===== src/rtl/recompute_scheduler.sv =====
// recompute_scheduler: round-robin arbiter that shares one spare recompute
// unit among the faulty PEs of a ROWS x COLS systolic array. It muxes the
// winning PE's operands into the unit and tags each returned product with
// the PE index it came from.
//
// state | meaning
// ------+--------------------------------------------------------------
// IDLE  | fault map may be loaded; no issues
// RUN   | one round-robin issue per cycle from eligible faulty requesters
// DRAIN | one cycle with no issue so the last in-flight result returns
module recompute_scheduler #(
    parameter int WORD_SIZE = 16,
    parameter int ROWS      = 4,
    parameter int COLS      = 4,
    localparam int N        = ROWS * COLS,
    localparam int IDX_W    = $clog2(N)
) (
    input  logic                   clk,
    input  logic                   rst,
    input  logic                   enable,
    input  logic                   fault_map_load,
    input  logic [N-1:0]           fault_map_in,
    input  logic [N-1:0]           req,
    input  logic [N*WORD_SIZE-1:0] weight_bus,
    input  logic [N*WORD_SIZE-1:0] left_bus,
    input  logic [WORD_SIZE-1:0]   ru_result,
    output logic                   ru_start,
    output logic [WORD_SIZE-1:0]   ru_weight,
    output logic [WORD_SIZE-1:0]   ru_left,
    output logic [N-1:0]           grant,
    output logic                   result_valid,
    output logic [IDX_W-1:0]       result_pe_idx,
    output logic [WORD_SIZE-1:0]   result_data,
    output logic                   busy,
    output logic                   illegal_req,
    output logic [15:0]            issue_count
);

    localparam logic [1:0] ST_IDLE  = 2'd0;
    localparam logic [1:0] ST_RUN   = 2'd1;
    localparam logic [1:0] ST_DRAIN = 2'd2;

    logic [1:0]       state;
    logic [N-1:0]     fault_map;
    logic [IDX_W-1:0] rr_ptr;
    logic [IDX_W-1:0] issue_idx;
    logic             s1_valid;
    logic [IDX_W-1:0] s1_idx;

    logic [N-1:0]     eligible;
    logic             found;
    logic [IDX_W-1:0] winner;
    logic [IDX_W-1:0] cand_idx;

    // Round-robin search starting just after the last winner; the PE granted
    // last cycle is masked because its req may still be high for one cycle.
    always_comb begin
        eligible = req & fault_map & ~grant;
        found    = 1'b0;
        winner   = '0;
        cand_idx = '0;
        for (int k = 1; k <= N; k++) begin
            cand_idx = IDX_W'((int'(rr_ptr) + k) % N);
            if (!found && eligible[cand_idx]) begin
                found  = 1'b1;
                winner = cand_idx;
            end
        end
    end

    // Sequencer, issue registers and the one-stage result tag pipeline.
    always_ff @(posedge clk) begin
        if (rst) begin
            state       <= ST_IDLE;
            fault_map   <= '0;
            rr_ptr      <= IDX_W'(N - 1);
            grant       <= '0;
            ru_start    <= 1'b0;
            ru_weight   <= '0;
            ru_left     <= '0;
            issue_idx   <= '0;
            s1_valid    <= 1'b0;
            s1_idx      <= '0;
            illegal_req <= 1'b0;
            issue_count <= '0;
        end else begin
            s1_valid  <= ru_start;
            s1_idx    <= issue_idx;
            grant     <= '0;
            ru_start  <= 1'b0;
            ru_weight <= '0;
            ru_left   <= '0;
            case (state)
                ST_IDLE: begin
                    if (fault_map_load)
                        fault_map <= fault_map_in;
                    if (enable)
                        state <= ST_RUN;
                end
                ST_RUN: begin
                    if ((req & ~fault_map) != '0)
                        illegal_req <= 1'b1;
                    if (!enable) begin
                        state <= ST_DRAIN;
                    end else if (found) begin
                        grant         <= N'(1) << winner;
                        ru_start      <= 1'b1;
                        ru_weight     <= weight_bus[int'(winner)*WORD_SIZE +: WORD_SIZE];
                        ru_left       <= left_bus[int'(winner)*WORD_SIZE +: WORD_SIZE];
                        issue_idx     <= winner;
                        rr_ptr        <= winner;
                        if (issue_count != 16'hFFFF)
                            issue_count <= issue_count + 16'd1;
                    end
                end
                ST_DRAIN: state <= ST_IDLE;
                default:  state <= ST_IDLE;
            endcase
        end
    end

    assign result_valid  = s1_valid;
    assign result_pe_idx = s1_idx;
    assign result_data   = ru_result;
    assign busy          = (state != ST_IDLE);

endmodule


===== config.mk =====
export PLATFORM = sky130hd
export DESIGN_NAME = recompute_scheduler
export DESIGN_NICKNAME = d
export VERILOG_FILES = /design/src/rtl/recompute_scheduler.sv
export SDC_FILE = /design/constraint.sdc
export NUM_CORES = 1
export LEC_CHECK = 0
export BUFFER_PORTS_ARGS = -buffer_cell sky130_fd_sc_hd__clkbuf_2
export CAP_MARGIN = 10
export CELL_PAD_IN_SITES_DETAIL_PLACEMENT = 0
export CELL_PAD_IN_SITES_GLOBAL_PLACEMENT = 2
export CORE_AREA = 5 5 252 254
export CTS_CLUSTER_SIZE = 10
export DETAILED_ROUTE_END_ITERATION = 6
export DIE_AREA = 0 0 257 259
export PLACE_DENSITY_LB_ADDON = 0.1
export REMOVE_ABC_BUFFERS = 1
export SLEW_MARGIN = 10
export SYNTH_ARGS = -nofsm -noshare
export SYNTH_HDL_FRONTEND = slang
export SYNTH_SLANG_ARGS = --single-unit

===== constraint.sdc =====
create_clock -name clk -period 6.72 [get_ports clk]
set_input_delay 1.68 -clock clk [delete_from_list [all_inputs] [get_ports clk]]
set_output_delay 1.68 -clock clk [all_outputs]
set_load 0.005 [all_outputs]

After elaboration in Yosys (flattened, before gate mapping) --
Index checks and enable logic that the tools add are counted.
Operators by class: reductions and logical operators 40, multiplexer cells 68, equality and inequality tests 4, shifts and indexed selects 3, $mul 0, $add $sub $neg 17, div/mod/pow operators 0, bitwise gates (word level) 8, order comparisons 16
Operators by type and width (number):
- $shiftx 256x9->16 | 2
- $lt 4x5->1 const B | 16
- $bmux 1 s4 | 16
- $mux 4 | 16
- $and 16x16->16 | 3
- $mux 1 | 33
- $add 4x4->4 const B | 8
- $not 16->16 | 2
- $add 16x1->16 const B | 1
- $add 4x3->4 const B | 4
- $ne 16x16->1 const B | 1
- $reduce_bool 16->1 | 1
- $shl 1x4->16 const A | 1
- $logic_and 1x1->1 | 15
- $logic_not 1->1 | 15
- $add 4x1->4 const B | 2
- $add 4x2->4 const B | 2
- $reduce_and 2->1 | 3
- $mux 2 | 2
- $ne 2x2->1 const B | 2
- $pmux 2 s2 | 1
- $reduce_and 4->1 | 1
- $reduce_or 4->1 | 1
- $not 1->1 | 3
- other kinds (5) | 5
Storage, ports and cells: RAM bits 0, memories kept 0, latch bits 0, output and inout port bits 88, flip-flop bits (word level) 97, bits in read-only memories 0, logic and storage cells 168

Logic depth before layout (Yosys ltp) --
Gate-level depths: netlist (run 1).
depth in word-level cells 52, depth in mapped cells 23

Worst setup path before layout (run 1) --
OpenSTA, ideal clock, no wires.
path kind input to register, from input req[9], to register ru_left[12], data required time 6586 ps, path buffers 3, setup time 134 ps, data arrival time 5224 ps, cell stages on the path 15, slack 1362 ps, path through and3b_1 > a21o_1 > mux4_2 > mux2_2 > or3_4 > or3_4 > o221a_1 > o211ai_1 > o211ai_1 > buf_2 > buf_6 > buf_2 > mux2i_1 > o22ai_1 > or4_1
On the way: longest elaborated chain between the ends 52, elaborated cells on any way between the ends 99
RTL lines:
- from (decl) | line 23 | input logic [N-1:0] req,
- $and 16x16->16 * (2 in a row) | line 58 | eligible = req & fault_map & ~grant;
- branches (longest 50 deep; another with $bmux 1 s4)
- to (signal assigned) | line 109 | ru_left <= left_bus[int'(winner)*WORD_SIZE +: WORD_SIZE];
- to (decl) | line 29 | output logic [WORD_SIZE-1:0] ru_left,
Mark *: on every way between the ends. The select of a mux whose other input is x is not followed. A chain may end at the register's enable or synchronous reset.

Worst setup path in the final report (run 1) --
from input req[0], to register ru_left[4]
Same word-level chain as after synthesis.

==> summary.md, run 1 <==
| Metric | Value |
|---|---|
| Post-CTS Setup Bufs | `0` |
| WS Path Type | `input port to flop` |
| Die X-Extent | `257 um` |
| Max Cap Viol | `0` |
| Row cnt | `91` |
| Die Ht | `259 um` |
| RSZ-0062 raised after global routing | `no` |
| DPL Wire Length | `64400 um` |
| Routability Congestion | `0.903` |
| Final Hold Violating Endpoints | `0` |
| Final Net Count | `2334` |
| CP arrival | `6.28 ns` |
| Core Util, Final | `0.243` |
| Crit path max-delay family | `multiplexers` |
| Syn_area_per_cell | `8.84 sq um` |
| Min Hold Slack | `0.450 ns` |
| # fillers | `6863` |
| Actual slew at the worst max-slew pin | `0.954 ns` |
| Buffers on Ports | `619` |
| Ys Warns | `0` |
| Drt drc | `0` |
| Pin count of the biggest net entering global routing | `53` |
| Fin. max-slew vios | `0` |
| Sequential element share of the synthesized area | `0.189` |
| Multi-input logic area | `0.00767 sq mm` |
| Via-per-instance ratio | `4.78` |
| Mapped Cells | `1163` |
| Worst path max stage delay | `0.67 ns` |
| Status | `finished, final reports clean` |
| Fraction of registers with async set/reset | `0` |
| Sum Neg Setup Slack | `0 ns` |
| Congestion Overflow GR | `0` |
| Sink Count | `97` |
| Hold_buf cts | `0` |
| F_max | `166 MHz` |
| Via count | `12342` |
| Most used DFF post-synth | `dfxtp_1` |
| Worst Skew | `0.0204 ns` |
| GRT Util Overall | `0.211` |
| Fin crit period | `6.03 ns` |
| Root buf cell | `clkbuf_16` |
| Commonest non-fill, non-tap cells in the layout | `clkbuf_2, mux2i_1, dfxtp_1` |
| Cell Area, Synth | `0.0103 sq mm` |
| Die area | `0.0666 sq mm` |
| Initial core utilization | `0.168` |
| CTS resizes | `0` |
| Most common cell after layout, fill and taps aside | `clkbuf_2` |
| Routed wire length | `74500 um` |
| CP max FO | `35` |
| Initial DRC count | `811` |
| Area after DPL | `0.0145 sq mm` |
| Slowest cell on crit path | `mux4_2` |
| Max clock buf depth | `2` |
| H-tree levels | `3` |
| Initial antenna violation count | `45` |
| CP Capture Type | `flop` |
| Pwr/cell area | `315 mW/mm^2` |
| Drt wl/cell | `28.9 um` |
| EDFF count, synth | `0` |
| Synth top area cells | `mux2i_1, dfxtp_1, mux4_2` |
| Max VDD drop | `0.000210 V` |
| First-pass GRT wire length | `100000 um` |
| Synth unique cells | `82` |
| Leakage power | `0.00790 uW` |
| Cell taking the most area after synthesis | `mux2i_1` |
| CP cell instances | `clkbuf_2, nand3b_1, mux4_2, mux4_2, o21ai_1, buf_4, nor2_1, a21oi_1, o221a_1, o211ai_1, o211ai_1, buf_4, buf_12, mux2i_1, buf_4, o22ai_1, or4_1` |
| Antenna violation net count after detailed routing | `0` |
| Data required, critical path | `6.97 ns` |
| Period utilization | `0.898` |
| #FFs+latches synth | `97` |
| I/O Pins | `652` |
| CP startpoint kind | `input port` |
| Hold WC Path Type | `flop to flop` |
| Core area | `0.0610 sq mm` |
| Clk_lat worst skew | `0.39 ns` |
| Clock-pin slew on the worst setup and hold paths | `0.08 ns` |
| First-pass iteration count of the detailed router | `4` |
| CP dominant cell by count | `buf_4` |
| Number of global-route vias before repair | `12942` |
| CTS Buf Count | `9` |
| CP bufs+invs | `5` |
| Post-synth top area share | `0.266` |
| CTS tree | `yes` |
| Layout area overhead | `44.2%` |
| Reg area | `0.00194 sq mm` |
| Max_slew headroom | `0.362` |
| Setup violators final | `0` |
| Ratio of cells with drive above 1 in the final layout | `0.440` |
| Final Instance Area | `0.0148 sq mm` |
-- worst reg2reg max path, stage by stage, from the launching register on --
cell and delay [ns]:
dfxtp_1 0.41, inv_2 0.06, ha_1 0.27, buf_4 0.45, nor4bb_1 0.20, a2111oi_0 0.77, o41a_1 0.31, o21ai_1 0.14
buf_4 0.17, nor3_1 0.30, nand3_2 0.23, o211ai_1 0.28, o211ai_1 0.12, o211ai_1 0.26, buf_4 0.23, buf_12 0.26
mux2i_1 0.48, buf_4 0.18, o22ai_1 0.06, or4_1 0.51
-- synth_stat cells, types with 8 or more instances --
| master | instances |
|---|---|
| mux2i_1 | 273 |
| dfxtp_1 | 97 |
| o22ai_1 | 94 |
| nand2_1 | 65 |
| a21oi_1 | 44 |
| buf_2 | 38 |
| nor2_1 | 38 |
| or3_1 | 32 |
| clkbuf_1 | 30 |
| mux4_2 | 30 |
| inv_1 | 28 |
| o221ai_1 | 28 |
| nor3_1 | 26 |
| o22a_1 | 25 |
| buf_4 | 23 |
| o21ai_0 | 19 |
| nand3b_1 | 17 |
| and3b_1 | 16 |
| nand3_1 | 16 |
| xor2_1 | 13 |
| o211ai_1 | 12 |
| xnor2_1 | 12 |
| buf_6 | 9 |
| mux2_2 | 9 |
| nand2b_1 | 9 |
| nand4b_1 | 9 |
| o2111ai_1 | 9 |
| or4_1 | 9 |
| ha_1 | 8 |
| nand4_1 | 8 |
| or2_2 | 8 |
-- routing by layer --
metal	up-vias	part of all wire	track usage
met3	91	0.086	0.0756
met5	-	0.0025	0
met2	521	0.51	0.364
li1	5777	-	-
met1	5927	0.38	0.245
met4	26	0.022	0.0695
-- final timing paths --
check	start	end	slack [ns]	depth (start not counted)
min reg2reg	state[1]	state[0]	0.45	1
min	state[1]	state[0]	0.45	1
max	req[0]	ru_left[4]	0.69	17
max reg2reg	rr_ptr[1]	ru_left[4]	0.92	19
-- final cells by class --
cell class                 count  area share
multi-input combinational    931       0.517
tap                          790      0.0666
timing repair buffer         693       0.253
clock inverter                 7     0.00548
sequential                    97       0.131
inverter                      30     0.00759
clock buffer                   9      0.0152
antenna                       25     0.00422
-- through the flow --
step / power, uW / instances / worst slack (ns)
2_1_floorplan: 2580 / 1058 / -19.02
3_3_place_gp: 4160 / 2541 / 0.304
3_5_place_dp: 4150 / 2541 / 0.392
4_1_cts: 4750 / 2557 / 0.778
5_1_grt: 4960 / 2575 / 0.442
6_report: 4670 / 2582 / 0.688
-- kinds of logic after synthesis --
family,synth area share
AND/OR/NAND/NOR,0.169
XOR/XNOR,0.0240
AO/OA/AOI/OAI,0.198
flip-flops,0.189
buffers and inverters,0.0689
adder cells (fa/ha/maj),0.00974
multiplexers,0.341
-- power by group --
part           leakage (uW)  internal, uW  switching (uW)
Clock              0.000150           266             301
Combinational       0.00697          1570            1870
Sequential         0.000786           623            33.6
-- sequential cells by signal, summed over array words and instances (netlist names), 2 cells and up --
register,flops
fault_map,16
grant,16
issue_count,16
ru_left,16
ru_weight,16
issue_idx,4
result_pe_idx,4
rr_ptr,4
state,2
Note: power is estimated with default switching activity, not from simulation.
==> inputs of run 2 (changes only) <==
--- a/config.mk
+++ b/config.mk
@@ -5,14 +5,15 @@
 export SDC_FILE = /design/constraint.sdc
 export NUM_CORES = 1
 export LEC_CHECK = 0
+export ABC_AREA = 1
 export BUFFER_PORTS_ARGS = -buffer_cell sky130_fd_sc_hd__clkbuf_2
 export CAP_MARGIN = 10
 export CELL_PAD_IN_SITES_DETAIL_PLACEMENT = 0
 export CELL_PAD_IN_SITES_GLOBAL_PLACEMENT = 2
-export CORE_AREA = 5 5 252 254
+export CORE_AREA = 5 5 251 253
 export CTS_CLUSTER_SIZE = 10
 export DETAILED_ROUTE_END_ITERATION = 6
-export DIE_AREA = 0 0 257 259
+export DIE_AREA = 0 0 256 258
 export PLACE_DENSITY_LB_ADDON = 0.1
 export REMOVE_ABC_BUFFERS = 1
 export SLEW_MARGIN = 10
==> run 2 against run 1 <==
Against the previous run: highest routed layer unchanged; critical path type unchanged; worst setup slack improved by 0.91 ns; critical path depth increased by 6; largest power group unchanged; combinational power increased by 33%.
==> summary.md, run 2 <==
| Metric | Value |
|---|---|
| Final Net Count | `3242` |
| Layout area overhead | `34.9%` |
| Mapped Cells | `2168` |
| Data required, critical path | `7.00 ns` |
| Sequential share of power | `0.109` |
| Ys Warns | `0` |
| Die Ht | `258 um` |
| EDFF count, synth | `0` |
| Syn_area_per_cell | `5.19 sq um` |
| Fraction of registers with async set/reset | `0` |
| Pwr/cell area | `386 mW/mm^2` |
| Clk_lat worst skew | `0.40 ns` |
| Routed wire length | `77700 um` |
| Switching pwr | `3530 uW` |
| Max_slew headroom | `0.428` |
| Sequential element share of the synthesized area | `0.173` |
| CP cell instances | `clkbuf_2, nand2_1, nor2_1, nand2_1, nand2_1, nand2_1, nand2_1, inv_2, o21ai_1, nand2_1, a21boi_1, nand4_1, nor2_1, nand4_1, nor2_2, nand3_1, o21ai_1, nor2_1, nor2_4, buf_4, nand3_1, nand3_1, nand2_1` |
| Clock-pin slew on the worst setup and hold paths | `0.09 ns` |
| WS Path Type | `input port to flop` |
| Initial DRC count | `988` |
| Multi-input logic area | `0.00805 sq mm` |
| Synth unique cells | `42` |
| Via-per-instance ratio | `4.65` |
| DPL Wire Length | `61700 um` |
| Initial antenna violation count | `36` |
| Final Instance Area | `0.0152 sq mm` |
| #FFs+latches synth | `97` |
| CTS tree | `yes` |
| CTS resizes | `0` |
| Slowest cell on crit path | `buf_4` |
| Status | `finished, final reports clean` |
| Hold_buf cts | `0` |
| Final Hold Violating Endpoints | `0` |
| Fin. max-slew vios | `0` |
| Synth cell count leaders | `nand2_1, nand3_1, dfxtp_1, nor2_1, buf_2` |
| Reg area | `0.00194 sq mm` |
| CP arrival | `5.40 ns` |
| Pin count of the biggest net entering global routing | `111` |
| CTS Buf Count | `9` |
| Comb pwr share | `0.782` |
| Cell Area, Synth | `0.0113 sq mm` |
| H-tree levels | `3` |
| CP dominant cell by count | `nand2_1` |
| F_max | `195 MHz` |
| Max clock buf depth | `2` |
| Hold WC Path Type | `flop to flop` |
| Period utilization | `0.763` |
| First-pass iteration count of the detailed router | `5` |
| CP startpoint kind | `input port` |
| Post-CTS Setup Bufs | `0` |
| Complex-gate fraction of the synthesized area | `0.0445` |
| Core area | `0.0608 sq mm` |
| P_int | `2330 uW` |
| Fraction of the mapped netlist area in adder cells | `0.00889` |
| Setup violators final | `0` |
| Max VDD drop | `0.000256 V` |
| RSZ-0062 raised after global routing | `no` |
| Leakage power | `0.00852 uW` |
| Row cnt | `91` |
| Largest family of logic cells by synthesized area | `simple AND/OR/NAND/NOR gates` |
| First-pass GRT wire length | `111000 um` |
| Synth Area in Simple Gates | `0.644` |
| CP max FO | `43` |
| Fin crit period | `5.13 ns` |
| CP Capture Type | `flop` |
| GRT Util Overall | `0.223` |
| Ratio of cells with drive above 1 in the final layout | `0.264` |
| Die area | `0.0660 sq mm` |
| Max Cap Viol | `0` |
| Number of global-route vias before repair | `16361` |
| I/O Pins | `652` |
| Mux share of post-synthesis cell area | `0` |
| Synth top area cells | `nand2_1, nand3_1, dfxtp_1` |
| Min Hold Slack | `0.424 ns` |
| Congestion Overflow GR | `0` |
| Cell taking the most area after synthesis | `nand2_1` |
| Post-synth top area share | `0.336` |
| # fillers | `7330` |
| Via count | `16176` |
| Root buf cell | `clkbuf_16` |
| Drt wl/cell | `22.4 um` |
| Most used DFF post-synth | `dfxtp_1` |
| Area after DPL | `0.0148 sq mm` |
| Initial core utilization | `0.185` |
| Actual slew at the worst max-slew pin | `0.858 ns` |
| Worst Skew | `0.0221 ns` |
| Sink Count | `97` |
| Worst path max stage delay | `0.51 ns` |
| Commonest non-fill, non-tap cells in the layout | `nand2_1, clkbuf_2, nand3_1` |
| Flop-to-flop setup slack | `1.61 ns` |
| Routability Congestion | `0.867` |
| Sw Share | `0.603` |
| Most common cell after layout, fill and taps aside | `nand2_1` |
| Synth Area in XOR/XNOR | `0.0115` |
| Drt drc | `0` |
| Clock share of power | `0.109` |
| Antenna violation net count after detailed routing | `0` |
| Die X-Extent | `256 um` |
| Buffers on Ports | `619` |
| Most common cell in the netlist | `nand2_1` |
[run 2: path summary, 6_finish.rpt]
check / from / end / cells after the start
worst max-delay path: req[11] / ru_left[10] / 23
worst max register to register: rr_ptr[0] / ru_left[10] / 24
worst min register to register: issue_idx[3] / result_pe_idx[3] / 2
worst min-delay path: issue_idx[3] / result_pe_idx[3] / 2
[run 2: stage by stage]
step | instances | worst slack [ns] | TNS [ns] | power (uW) | utilization
CTS | 3465 | 1.55 | 0 | 5990 | 0.249
detailed placement | 3449 | 1.12 | 0 | 5300 | 0.244
global placement | 3449 | 1.13 | 0 | 5310 | 0.244
floorplan | 2003 | -2.48 | -116.88 | 3720 | -
global route | 3474 | 1.11 | 0 | 6500 | 0.250
finish | 3478 | 1.59 | 0 | 5860 | 0.250
[run 2: power groups by stage]
| stage | clock (uW) | sequential (uW) | combinational, uW |
|---|---|---|---|
| 2_1_floorplan | 0 | 657 | 3070 |
| 3_3_place_gp | 0 | 656 | 4650 |
| 3_5_place_dp | 0 | 655 | 4650 |
| 4_1_cts | 682 | 643 | 4670 |
| 5_1_grt | 685 | 647 | 5170 |
| 6_report | 639 | 641 | 4580 |
[run 2: final cells by class]
class                   instances  share of cell area
inverters                      92              0.0227
clock inverters                 7             0.00651
flip-flops and latches         97               0.128
repair buffers                656               0.231
diodes                         13             0.00214
well taps                     790              0.0651
clock buffers                   9              0.0148
multi-input cells            1814               0.530
[run 2: per-layer routing]
layer	GRT usage	wire length [um]	vias up
met1	0.267	31700	7562
met2	0.393	39000	475
met5	0.0183	438	-
li1	-	-	8020
met4	0.0384	638	42
met3	0.0757	5930	77
[run 2: logic make-up (layout without fill, tap and decap cells)]
group	Yosys count	in the layout
AOI/OAI and AO/OA	91	91
xor gates and xnor gates	13	13
adders and majority gates	8	8
buffers and inverters	257	764
DFF	97	97
other	0	13
and+or+nand+nor	1702	1702
[run 2: critical path: cells and delay by family]
family,cells,cell delay (ns)
AND/OR/NAND/NOR,17,2.26
AO/OA/AOI/OAI,3,0.75
buffers and inverters,3,0.66
==> inputs of run 3 (changes only) <==
--- a/config.mk
+++ b/config.mk
@@ -10,10 +10,10 @@
 export CAP_MARGIN = 10
 export CELL_PAD_IN_SITES_DETAIL_PLACEMENT = 0
 export CELL_PAD_IN_SITES_GLOBAL_PLACEMENT = 2
-export CORE_AREA = 5 5 251 253
+export CORE_MARGIN = 5
+export CORE_UTILIZATION = 18
 export CTS_CLUSTER_SIZE = 10
 export DETAILED_ROUTE_END_ITERATION = 6
-export DIE_AREA = 0 0 256 258
 export PLACE_DENSITY_LB_ADDON = 0.1
 export REMOVE_ABC_BUFFERS = 1
 export SLEW_MARGIN = 10
==> constraint.sdc (replaced) <==
create_clock -name clk -period 4.5 [get_ports clk]
set_input_delay 1.125 -clock clk [delete_from_list [all_inputs] [get_ports clk]]
set_output_delay 1.125 -clock clk [all_outputs]
set_load 0.005 [all_outputs]
==> run 3 against run 2 <==
Against the previous run: first-iteration DRC count decreased by 9.0%; sequential cell count unchanged; clock-buffer cell count unchanged; final cell count increased by 3.2%; critical path depth increased by 3; global-route usage decreased by 0.55 points; power increased by 64%; sequential power increased by 49%; die area increased by 2.4%; largest cell class unchanged; largest power group unchanged.
==> summary.md, run 3 (synthesized netlist as in run 2, its figures left out) <==
| Metric | Value |
|---|---|
| Status | `finished, final reports clean` |
| Max_slew headroom | `0.455` |
| WS Path Type | `flop to flop` |
| Die area | `0.0676 sq mm` |
| Layout area overhead | `42.7%` |
| Fin crit period | `4.18 ns` |
| Row cnt | `91` |
| Die X-Extent | `260 um` |
| Pre-CTS WS | `-0.0755 ns` |
| Via-per-instance ratio | `4.52` |
| Most common cell after layout, fill and taps aside | `nand2_1` |
| Clock-pin slew on the worst setup and hold paths | `0.08 ns` |
| DPL Wire Length | `63900 um` |
| Final Hold Violating Endpoints | `0` |
| Initial DRC count | `899` |
| Pwr/cell area | `598 mW/mm^2` |
| Period utilization | `0.930` |
| CP bufs+invs | `5` |
| CP max FO | `57` |
| Data required, critical path | `4.82 ns` |
| Worst path max stage delay | `0.32 ns` |
| Ratio of cells with drive above 1 in the final layout | `0.283` |
| Clk_lat worst skew | `0.40 ns` |
| Setup violators final | `0` |
| Drt drc | `0` |
| Fin. max-slew vios | `0` |
| H-tree levels | `3` |
| Core area | `0.0618 sq mm` |
| First-pass iteration count of the detailed router | `5` |
| Slowest cell on crit path | `dfxtp_1` |
| Sum Neg Setup Slack | `0 ns` |
| Leakage power | `0.00893 uW` |
| I/O Pins | `652` |
| Max Cap Viol | `0` |
| Final Net Count | `3306` |
| Die Ht | `260 um` |
| Buffers on Ports | `619` |
| CP dominant cell by count | `nand3_1` |
| Commonest non-fill, non-tap cells in the layout | `nand2_1, clkbuf_2, nand3_1` |
| Max VDD drop | `0.000417 V` |
| First-pass GRT wire length | `111000 um` |
| Via count | `16214` |
| CP startpoint kind | `flop` |
| GRT Util Overall | `0.218` |
| Sink Count | `97` |
| Core Util, Final | `0.260` |
| # fillers | `7319` |
| Initial antenna violation count | `30` |
| CP Capture Type | `flop` |
| Worst Skew | `0.0256 ns` |
| Max clock buf depth | `2` |
| Drt wl/cell | `21.6 um` |
| CTS tree | `yes` |
| Initial core utilization | `0.182` |
| Root buf cell | `clkbuf_16` |
| F_max | `239 MHz` |
| Number of global-route vias before repair | `16722` |
| Pin count of the biggest net entering global routing | `74` |
| Routability Congestion | `0.857` |
| Post-route setup slack | `0.315 ns` |
| CTS Buf Count | `9` |
| Hold WC Path Type | `flop to flop` |
| Routed wire length | `77500 um` |
| CP arrival | `4.51 ns` |
| Antenna violation net count after detailed routing | `0` |
| Congestion Overflow GR | `0` |
| Crit path max-delay family | `simple AND/OR/NAND/NOR gates` |
| Actual slew at the worst max-slew pin | `0.817 ns` |
-- run 3: changes by cell type in the layout (fill, tap and decap cells not counted), moves of 2 or more --
cell,delta
inv_1,-2
clkinvlp_4,+2
bufinv_16,-2
buf_12,+23
buf_4,+37
inv_2,+2
buf_16,+2
-- run 3: power breakdown --
| part | leakage [uW] | switching [uW] | internal, uW |
|---|---|---|---|
| logic | 0.00801 | 5050 | 2760 |
| registers | 0.000787 | 34.9 | 922 |
| clock network | 0.000135 | 446 | 384 |
| total | 0.00893 | 5530 | 4070 |
-- run 3: per-stage QoR --
stage	hold slack, ns	total power (uW)	cell area (sq um)	cells
after global routing	0.442	10600	16000	3586
after global placement	0.406	8850	15600	3557
final	0.420	9600	16100	3589
after floorplan	0.400	5560	10300	2003
after detailed placement	0.410	8800	15600	3557
after CTS	0.422	9700	15900	3572
-- run 3: path summary, 6_finish.rpt --
check          startpoint  slack, ns               end  cells after the start
min          issue_idx[3]       0.42  result_pe_idx[3]                      2
max reg2reg     rr_ptr[1]       0.32     ru_weight[13]                     26
min reg2reg  issue_idx[3]       0.42  result_pe_idx[3]                      2
max             rr_ptr[1]       0.32     ru_weight[13]                     26
-- run 3: final cells by class --
class                   instances  area (sq um)  share of cell area
diodes                         14          35.0             0.00218
flip-flops and latches         97          1940               0.121
repair buffers                720          4330               0.270
well taps                     837          1050              0.0652
clock inverters                 6          50.0             0.00312
multi-input cells            1814          8080               0.503
clock buffers                   9           225              0.0140
inverters                      92           349              0.0217
-- run 3: what timing repair did --
item                       in CTS  in global routing
gates resized for setup         0                 11
hold buffers                    0                  0
setup endpoints to repair       0                 45
buffers inserted                0                  2
-- run 3: routing by layer --
| layer | vias to the layer above | part of all wire | track usage |
|---|---|---|---|
| li1 | 8149 | - | - |
| met1 | 7494 | 0.42 | 0.267 |
| met2 | 463 | 0.50 | 0.382 |
| met3 | 76 | 0.064 | 0.0607 |
| met4 | 32 | 0.015 | 0.0467 |
| met5 | - | 0.0027 | 0 |
-- run 3: worst min-delay path, stage by stage (launching register included) --
cell     delay [ns]
dfxtp_1        0.30
inv_1          0.04
nor2_1         0.04
